<file path="config.mk">
export PLATFORM = sky130hd
export DESIGN_NAME = mem_master_flat
export DESIGN_NICKNAME = d
export VERILOG_FILES = /design/src/rtl/mem_master_if.sv /design/src/rtl/mem_master.sv /design/src/flat_wrapper.sv
export SDC_FILE = /design/constraint.sdc
export NUM_CORES = 1
export LEC_CHECK = 0
export ABC_CLOCK_PERIOD_IN_PS = 4200
export CAP_MARGIN = 20
export CORE_ASPECT_RATIO = 1.75
export CORE_MARGIN = 4
export CORE_UTILIZATION = 55
export DETAILED_ROUTE_END_ITERATION = 16
export DONT_BUFFER_PORTS = 1
export PLACE_DENSITY_LB_ADDON = 0.15
export RECOVER_POWER = 25
export SYNTH_ARGS = -nofsm -noshare
export SYNTH_HDL_FRONTEND = slang
export SYNTH_SLANG_ARGS = --single-unit
</file>
<file path="constraint.sdc">
create_clock -name clk -period 4.2 [get_ports clk]
set_input_delay 0.42 -clock clk [delete_from_list [all_inputs] [get_ports clk]]
set_output_delay 0.42 -clock clk [all_outputs]
set_load 0.1 [all_outputs]
</file>
<file path="src/rtl/mem_master_if.sv">
// CPU-side request/response and memory-port signals for mem_master.
// The master modport is the bus initiator's view; slave is the CPU/memory side.
interface mem_master_if;
    logic        req;
    logic        we;
    logic        m1;
    logic [15:0] addr;
    logic [7:0]  wdata;
    logic        busy;
    logic        ack;
    logic [7:0]  rdata;
    logic [6:0]  r_reg;
    logic [15:0] mem_addr;
    logic [7:0]  mem_wdata;
    logic        mem_rd;
    logic        mem_wr;
    logic [7:0]  mem_rdata;

    modport master (
        input  req, we, m1, addr, wdata, mem_rdata,
        output busy, ack, rdata, r_reg, mem_addr, mem_wdata, mem_rd, mem_wr
    );

    modport slave (
        output req, we, m1, addr, wdata, mem_rdata,
        input  busy, ack, rdata, r_reg, mem_addr, mem_wdata, mem_rd, mem_wr
    );
endinterface

</file>
<file path="src/rtl/mem_master.sv">
// Single-transfer bus initiator: IDLE -> T1 -> TW* -> T2 -> DONE, with registered
// outputs, configurable wait states and a 7-bit refresh counter bumped by opcode fetches.
module mem_master #(
    parameter int unsigned WAIT_STATES = 0
) (
    input  logic         clk,
    input  logic         rst_n,
    mem_master_if.master bus
);
    typedef enum logic [2:0] {
        S_IDLE,
        S_T1,
        S_TW,
        S_T2,
        S_DONE
    } state_t;

    localparam logic [3:0] WS_LOAD = 4'(WAIT_STATES);

    state_t      r_state;
    state_t      w_state_nxt;
    logic [3:0]  r_wait_cnt;
    logic [3:0]  w_wait_cnt_nxt;
    logic        r_we;
    logic        r_m1;
    logic [15:0] r_mem_addr;
    logic [7:0]  r_mem_wdata;
    logic        r_busy;
    logic        r_ack;
    logic        r_mem_rd;
    logic        r_mem_wr;
    logic [7:0]  r_rdata;
    logic [6:0]  r_rcnt;

    logic        w_start;
    logic        w_we_nxt;
    logic        w_m1_nxt;
    logic [15:0] w_mem_addr_nxt;
    logic [7:0]  w_mem_wdata_nxt;
    logic        w_busy_nxt;
    logic        w_ack_nxt;
    logic        w_mem_rd_nxt;
    logic        w_mem_wr_nxt;
    logic [7:0]  w_rdata_nxt;
    logic [6:0]  w_rcnt_nxt;

    assign w_start = (r_state == S_IDLE) && bus.req;

    // Next-state logic.
    always_comb begin
        w_state_nxt    = r_state;
        w_wait_cnt_nxt = r_wait_cnt;
        unique case (r_state)
            S_IDLE: begin
                if (bus.req) begin
                    w_state_nxt    = S_T1;
                    w_wait_cnt_nxt = WS_LOAD;
                end
            end
            S_T1:   w_state_nxt = (r_wait_cnt != 4'd0) ? S_TW : S_T2;
            S_TW: begin
                w_wait_cnt_nxt = r_wait_cnt - 4'd1;
                if (r_wait_cnt == 4'd1) w_state_nxt = S_T2;
            end
            S_T2:   w_state_nxt = S_DONE;
            S_DONE: w_state_nxt = S_IDLE;
            default: w_state_nxt = S_IDLE;
        endcase
    end

    // NOTE: outputs are decoded from the *next* state and then registered, so every
    // output is a flop yet still lines up with the state it belongs to.
    always_comb begin
        w_we_nxt        = w_start ? bus.we    : r_we;
        w_m1_nxt        = w_start ? bus.m1    : r_m1;
        w_mem_addr_nxt  = w_start ? bus.addr  : r_mem_addr;
        w_mem_wdata_nxt = w_start ? bus.wdata : r_mem_wdata;
        w_busy_nxt      = (w_state_nxt != S_IDLE);
        w_ack_nxt       = (w_state_nxt == S_DONE);
        w_mem_rd_nxt    = !w_we_nxt &&
                          ((w_state_nxt == S_T1) || (w_state_nxt == S_TW) || (w_state_nxt == S_T2));
        w_mem_wr_nxt    = w_we_nxt && (w_state_nxt == S_T2);
        w_rdata_nxt     = ((r_state == S_T2) && !r_we) ? bus.mem_rdata : r_rdata;
        w_rcnt_nxt      = ((r_state == S_DONE) && !r_we && r_m1) ? r_rcnt + 7'd1 : r_rcnt;
    end

    // NOTE: reset is synchronous; a write strobe already high in T2 is still sampled
    // by the memory on the same edge that clears it here.
    always_ff @(posedge clk) begin
        if (!rst_n) begin
            r_state     <= S_IDLE;
            r_wait_cnt  <= 4'd0;
            r_we        <= 1'b0;
            r_m1        <= 1'b0;
            r_mem_addr  <= 16'd0;
            r_mem_wdata <= 8'd0;
            r_busy      <= 1'b0;
            r_ack       <= 1'b0;
            r_mem_rd    <= 1'b0;
            r_mem_wr    <= 1'b0;
            r_rdata     <= 8'd0;
            r_rcnt      <= 7'd0;
        end else begin
            r_state     <= w_state_nxt;
            r_wait_cnt  <= w_wait_cnt_nxt;
            r_we        <= w_we_nxt;
            r_m1        <= w_m1_nxt;
            r_mem_addr  <= w_mem_addr_nxt;
            r_mem_wdata <= w_mem_wdata_nxt;
            r_busy      <= w_busy_nxt;
            r_ack       <= w_ack_nxt;
            r_mem_rd    <= w_mem_rd_nxt;
            r_mem_wr    <= w_mem_wr_nxt;
            r_rdata     <= w_rdata_nxt;
            r_rcnt      <= w_rcnt_nxt;
        end
    end

    assign bus.busy      = r_busy;
    assign bus.ack       = r_ack;
    assign bus.rdata     = r_rdata;
    assign bus.r_reg     = r_rcnt;
    assign bus.mem_addr  = r_mem_addr;
    assign bus.mem_wdata = r_mem_wdata;
    assign bus.mem_rd    = r_mem_rd;
    assign bus.mem_wr    = r_mem_wr;

    a_rd_wr_exclusive: assert property (@(posedge clk) disable iff (!rst_n)
        !(r_mem_rd && r_mem_wr));
    a_wr_only_in_t2: assert property (@(posedge clk) disable iff (!rst_n)
        r_mem_wr |-> (r_state == S_T2));
endmodule

</file>
<file path="src/flat_wrapper.sv">
// flat-port wrapper written by rule: the top's interface ports become plain ports
module mem_master_flat 
#(
    parameter int unsigned WAIT_STATES = 0
)
  (clk, rst_n, bus_req, bus_we, bus_m1, bus_addr, bus_wdata, bus_mem_rdata, bus_busy, bus_ack, bus_rdata, bus_r_reg, bus_mem_addr, bus_mem_wdata, bus_mem_rd, bus_mem_wr);
  mem_master_if bus_i ();
  input  logic clk;
  input  logic rst_n;
  input wire logic [$bits(bus_i.req)-1:0] bus_req;
  input wire logic [$bits(bus_i.we)-1:0] bus_we;
  input wire logic [$bits(bus_i.m1)-1:0] bus_m1;
  input wire logic [$bits(bus_i.addr)-1:0] bus_addr;
  input wire logic [$bits(bus_i.wdata)-1:0] bus_wdata;
  input wire logic [$bits(bus_i.mem_rdata)-1:0] bus_mem_rdata;
  output wire logic [$bits(bus_i.busy)-1:0] bus_busy;
  output wire logic [$bits(bus_i.ack)-1:0] bus_ack;
  output wire logic [$bits(bus_i.rdata)-1:0] bus_rdata;
  output wire logic [$bits(bus_i.r_reg)-1:0] bus_r_reg;
  output wire logic [$bits(bus_i.mem_addr)-1:0] bus_mem_addr;
  output wire logic [$bits(bus_i.mem_wdata)-1:0] bus_mem_wdata;
  output wire logic [$bits(bus_i.mem_rd)-1:0] bus_mem_rd;
  output wire logic [$bits(bus_i.mem_wr)-1:0] bus_mem_wr;
  assign bus_i.req = bus_req;
  assign bus_i.we = bus_we;
  assign bus_i.m1 = bus_m1;
  assign bus_i.addr = bus_addr;
  assign bus_i.wdata = bus_wdata;
  assign bus_i.mem_rdata = bus_mem_rdata;
  assign bus_busy = bus_i.busy;
  assign bus_ack = bus_i.ack;
  assign bus_rdata = bus_i.rdata;
  assign bus_r_reg = bus_i.r_reg;
  assign bus_mem_addr = bus_i.mem_addr;
  assign bus_mem_wdata = bus_i.mem_wdata;
  assign bus_mem_rd = bus_i.mem_rd;
  assign bus_mem_wr = bus_i.mem_wr;
  mem_master #(.WAIT_STATES(WAIT_STATES)) u_core (.clk(clk), .rst_n(rst_n), .bus(bus_i));
endmodule
</file>
==> flow_summary.yaml, run 1 <==
power_and_ir_drop:
  p_leak_nw: 0.769
  finalPower_mw: 1.38
  ir_worst_vdd_uv: 365
  power.density_nw_per_um2: 634
outcome:
  status: "completed"
clock_tree:
  numCtsBuffers: 5
  htree_levels: 2
  cts_max_path_buffers: 2
  postCtsSetupBuffers: 0
  cts_hold_buf: 0
  tritoncts: "yes"
  cts_sinks: 52
  clk_latency_ns: 0.29
  ctsResizeCount: 0
  cts_root_buffer: "clkbuf_8"
  clk_pin_slew_ns: 0.09
layout:
  register_area_um2: 1040
  fillCellCount: 329
  nets: 271
  stdcell_count: 277
  largest_register_ff_count: 16
  area_delta_synth_final_pct: 5.55
  antennaDiodeCount: 0
  multi_input_area_um2: 937
  drive_gt1_frac: 0.0563
logic_synthesis:
  ys_warn_count: 0
  syn_area_per_cell_um2: 8.66
  ys_ff_latch: 52
  synthMostInstantiatedCell: "nand2_1"
  yosys-top-cells-area: "dfxtp_1 51%, nand2_1 11%, a21oi_1 8.0%"
  synth.distinct_cells: 38
  syn_area_um2: 2050
  synth_top_cell_area_share: 0.507
  synthTopCellsByCount: "59 x nand2_1, 52 x dfxtp_1, 33 x a21oi_1, 15 x nor2_1, 10 x mux2i_1"
  synth_top_area_cell: "dfxtp_1"
  synth_edf_count: 0
  syn_nets: 277
  async_reset_ff_frac: 0
  seq_area_frac_synth: 0.507
  synth_ff_type: "dfxtp_1"
  synthCells: 237
sta:
  worst_pin_slew_ns: 1.07
  timing_hold_violations_final: 0
  slew_headroom: 0.288
  drv_slew: 0
  setup-violations-final: 0
  fin_crit_sh: 0.517
  period_minus_slack_ns: 2.17
  rsz0062_at_grt: "no"
  setup_tns_ns: 0
  clock_skew_ns: 0.00575
  fmax_mhz: 461
critical_path:
  reg2reg_depth: 4
  timing.rr.end: "u_core.bus.r_reg[4]"
  r2r_setup_slack_ns: 2.03
  path_max_fanout: 5
  start_kind: "flop"
  arrival_ns: 2.40
  r2r_start: "u_core.bus.r_reg[0]"
  path_class: "reg2reg"
  end_kind: "flop"
  crit_required_ns: 4.43
routing:
  drc: 0
  dr.max_layer_used: "met4"
  met1_length_um: 1660
  wl_um: 4400
  drtIter0Drc: 20
  wl_met2_um: 2400
  ant_nets: 0
  vias: 1552
  drt-vias-per-instance: 5.60
  wl_met3_um: 273
  drtPass1Iterations: 4
  wl_per_cell_um: 15.9
place:
  hpwlAfterDp_um: 3210
  port_buffers: 0
  gp_congestion: 0.709
  place_inst: 269
flow_run:
  cap_violations: 0
die:
  die_x_um: 54.2
  start_util: 0.566
  dieArea_um2: 4810
  chipHeight_um: 88.8
  row_count: 29
  core_area_um2: 3630
  io_pins: 80
global_route:
  grt_first_pass_wirelength_um: 6670
  antenna_found_initial: 0
  grt_pass1_vias: 1537
  grt_max_degree: 42
  overflow: 0
  groute.usage.overall: 0.183
min_path:
  min-delay-start: "rst_n"
  hold_path.class: "in2reg"
  min_to: "u_core.r_state[0]"
  min_path_cells: 1
## per-layer routing
layer  global-route usage  vias to the layer above
met5                    0                        -
met3               0.0489                        5
li1                     -                      786
met4               0.0680                        0
met2                0.329                       46
met1                0.195                      715
## logic make-up (layout without fill, tap and decap cells)
kind of cell,Yosys count,count (layout),share of synthesized area
multiplexers,11,11,0.0542
buffers and inverters,19,13,0.0402
flip-flops,52,52,0.507
XOR/XNOR,2,2,0.00853
AO/OA/AOI/OAI,44,44,0.119
AND/OR/NAND/NOR,106,106,0.252
adder cells (fa/ha/maj),3,3,0.0183
## per-stage QoR
step	instance area [µm²]	setup slack [ns]	hold slack, ns	utilization
2_1_floorplan	2050	2.16	0.440	-
3_3_place_gp	2060	2.09	0.464	0.568
3_5_place_dp	2060	2.01	0.470	0.568
4_1_cts	2140	2.01	0.228	0.590
5_1_grt	2170	1.99	0.222	0.597
6_report	2170	2.03	0.238	0.597
## where the power goes
part	total [mW]	switching (mW)	internal, mW
clock network	0.267	0.153	0.113
registers	0.900	0.351	0.549
logic	0.208	0.116	0.0922
total	1.38	0.620	0.755
## final cells by class
cell class,count,area share
timing repair buffer,2,0.0162
inverter,4,0.00693
clock buffer,5,0.0318
sequential,52,0.480
multi-input combinational,166,0.432
tap,46,0.0266
clock inverter,2,0.00577
## worst max-delay path, stage by stage (launching register included)
cell and delay [ns]:
dfxtp_1 1.03, ha_1 0.30, nand2_1 0.09, or4_1 0.53, a21oi_1 0.15
## worst max-delay path by stage
stage	from	end	slack [ns]	depth (start not counted)
after CTS	u_core.bus.r_reg[0]	u_core.bus.r_reg[4]	2.01	4
final	u_core.bus.r_reg[0]	u_core.bus.r_reg[4]	2.03	4
after global routing	u_core.bus.r_reg[0]	u_core.bus.r_reg[4]	1.99	4
after detailed placement	u_core.bus.r_reg[0]	u_core.bus.r_reg[4]	2.01	4
after global placement	u_core.bus.r_reg[0]	u_core.bus.r_reg[4]	2.09	4
after floorplan	u_core.bus.r_reg[0]	u_core.bus.r_reg[4]	2.16	4
## layout by cell type (no fill, tap or decap), types with 2 or more instances in the layout
cell type / instances
or4b_1: 2
nand3_1: 3
o21a_1: 2
clkbuf_8: 5
nand3b_1: 2
inv_1: 4
nor2_1: 15
mux2i_1: 10
nand2_1: 59
a21oi_1: 33
ha_1: 3
dfxtp_1: 52
nand4b_1: 2
nand2b_1: 5
xnor2_1: 2
nor3b_1: 2
nor3_1: 3
o21ai_0: 3
or3_1: 2
Power figures use the tool's default switching activity.
==> run 2, diff against run 1 <==
Settings changed: ABC_CLOCK_PERIOD_IN_PS 4200 to 1800.
Clock period 4.2 ns to 1.8 ns, I/O delays scaled along.
==> flow_summary.yaml, run 2 (same netlist as run 1, synthesis figures left out) <==
outcome:
  status: "completed"
sta:
  rsz0062_at_grt: "no"
  fin_crit_sh: 0.873
  worst_pin_slew_ns: 0.566
  period_minus_slack_ns: 1.57
  setup_tns_ns: 0
  timing_hold_violations_final: 0
  slew_headroom: 0.623
  setup-violations-final: 0
  clock_skew_ns: 0.00685
  fmax_mhz: 637
  drv_slew: 0
critical_path:
  reg2reg_depth: 3
  timing.rr.end: "u_core.r_wait_cnt[3]"
  crit_start: "u_core.r_state[1]"
  critPathCapture: "u_core.r_wait_cnt[3]"
  path_class: "reg2reg"
  arrival_ns: 1.80
  crit_required_ns: 2.03
  r2r_start: "u_core.r_state[1]"
  path_max_fanout: 13
  start_kind: "flop"
  end_kind: "flop"
  r2r_setup_slack_ns: 0.23
die:
  row_count: 29
  io_pins: 80
  die_x_um: 54.2
  start_util: 0.566
  core_area_um2: 3630
  dieArea_um2: 4810
  chipHeight_um: 88.8
layout:
  largest_register_ff_count: 16
  final_common_cell: "nand2_1"
  nets: 332
  antennaDiodeCount: 0
  area_delta_synth_final_pct: 27.2
  drive_gt1_frac: 0.229
  final_cell_mix: "59 x nand2_1, 48 x dfxtp_1, 33 x a21oi_1"
  stdcell_count: 339
routing:
  drtPass1Iterations: 4
  ant_nets: 0
  met1_length_um: 1730
  wl_met2_um: 2880
  drc: 0
  wl_met3_um: 366
  drtIter0Drc: 43
  wl_um: 5030
  dr.max_layer_used: "met4"
  vias: 1847
  drt-vias-per-instance: 5.45
  wl_per_cell_um: 14.8
global_route:
  grt_pass1_vias: 1900
  antenna_found_initial: 0
  grt_first_pass_wirelength_um: 8220
  groute.usage.overall: 0.230
  overflow: 0
  grt_max_degree: 28
place:
  hpwlAfterDp_um: 3610
  gp_congestion: 0.863
  port_buffers: 0
  place_inst: 319
clock_tree:
  numCtsBuffers: 5
  clk_pin_slew_ns: 0.10
  tritoncts: "yes"
  cts_root_buffer: "clkbuf_8"
  cts_max_path_buffers: 2
  clk_latency_ns: 0.30
  cts_sinks: 52
  postCtsSetupBuffers: 0
  htree_levels: 2
power_and_ir_drop:
  power.density_nw_per_um2: 1310
  ir_worst_vdd_uv: 1100
  finalPower_mw: 3.42
  p_leak_nw: 1.06
flow_run:
  cap_violations: 0
min_path:
  hold_path.class: "in2reg"
==> run 2: cell count changes in the layout (fill, tap and decap cells not counted), moves of 4 or more <==
| cell | previous run | this run |
|---|---|---|
| clkbuf_2 | 0 | 20 |
| buf_4 | 1 | 29 |
| dfxtp_2 | 0 | 4 |
| dfxtp_1 | 52 | 48 |
| dlygate4sd3_1 | 0 | 12 |
==> run 2: power breakdown <==
group	internal (mW)	switching (mW)
registers	1.28	0.0984
clock network	0.276	0.384
logic	0.341	1.04
==> run 2: layout make-up <==
cell class	instances	area, µm²
clock buffer	5	68.8
sequential	52	1050
fill	306	1020
inverter	4	15.0
tap	46	57.6
timing repair buffer	63	462
clock inverter	3	23.8
multi-input combinational	166	938
==> run 2: repair_timing <==
item,4_1_cts,5_1_grt
resized for setup,0,0
endpoints found under the hold margin,9,4
hold buffers,8,4
==> run 2: stage by stage <==
step / area (µm²) / utilization / hold WS, ns / setup WS [ns]
2_1_floorplan: 2060 / - / 0.301 / 0.112
3_3_place_gp: 2450 / 0.676 / 0.302 / 0.308
3_5_place_dp: 2450 / 0.676 / 0.305 / 0.256
4_1_cts: 2630 / 0.723 / 0.000377 / 0.227
5_1_grt: 2610 / 0.720 / 0.00296 / 0.0301
6_report: 2610 / 0.720 / 0.00707 / 0.229
==> run 2: worst min path at each step <==
stage	end	slack (ns)	depth (start not counted)	from
finish	u_core.bus.mem_wdata[4]	0.007	2	bus_wdata[4]
global route	u_core.bus.r_reg[6]	0.003	2	rst_n
CTS	u_core.bus.mem_wdata[3]	0.0004	2	bus_wdata[3]
detailed placement	u_core.r_state[0]	0.31	1	rst_n
global placement	u_core.r_state[0]	0.30	1	rst_n
floorplan	u_core.bus.busy	0.30	2	bus_req
==> run 2: metal layers <==
| metal | vias up | GRT usage |
|---|---|---|
| met4 | 0 | 0.0771 |
| li1 | 905 | - |
| met2 | 59 | 0.424 |
| met1 | 877 | 0.238 |
| met3 | 6 | 0.0624 |
| met5 | - | 0 |
==> run 2: worst max-delay path, cell delays in order (launching register included) <==
cell and delay, ns:
dfxtp_1 0.57, nor3b_1 0.33, mux2_2 0.38, a211oi_1 0.21
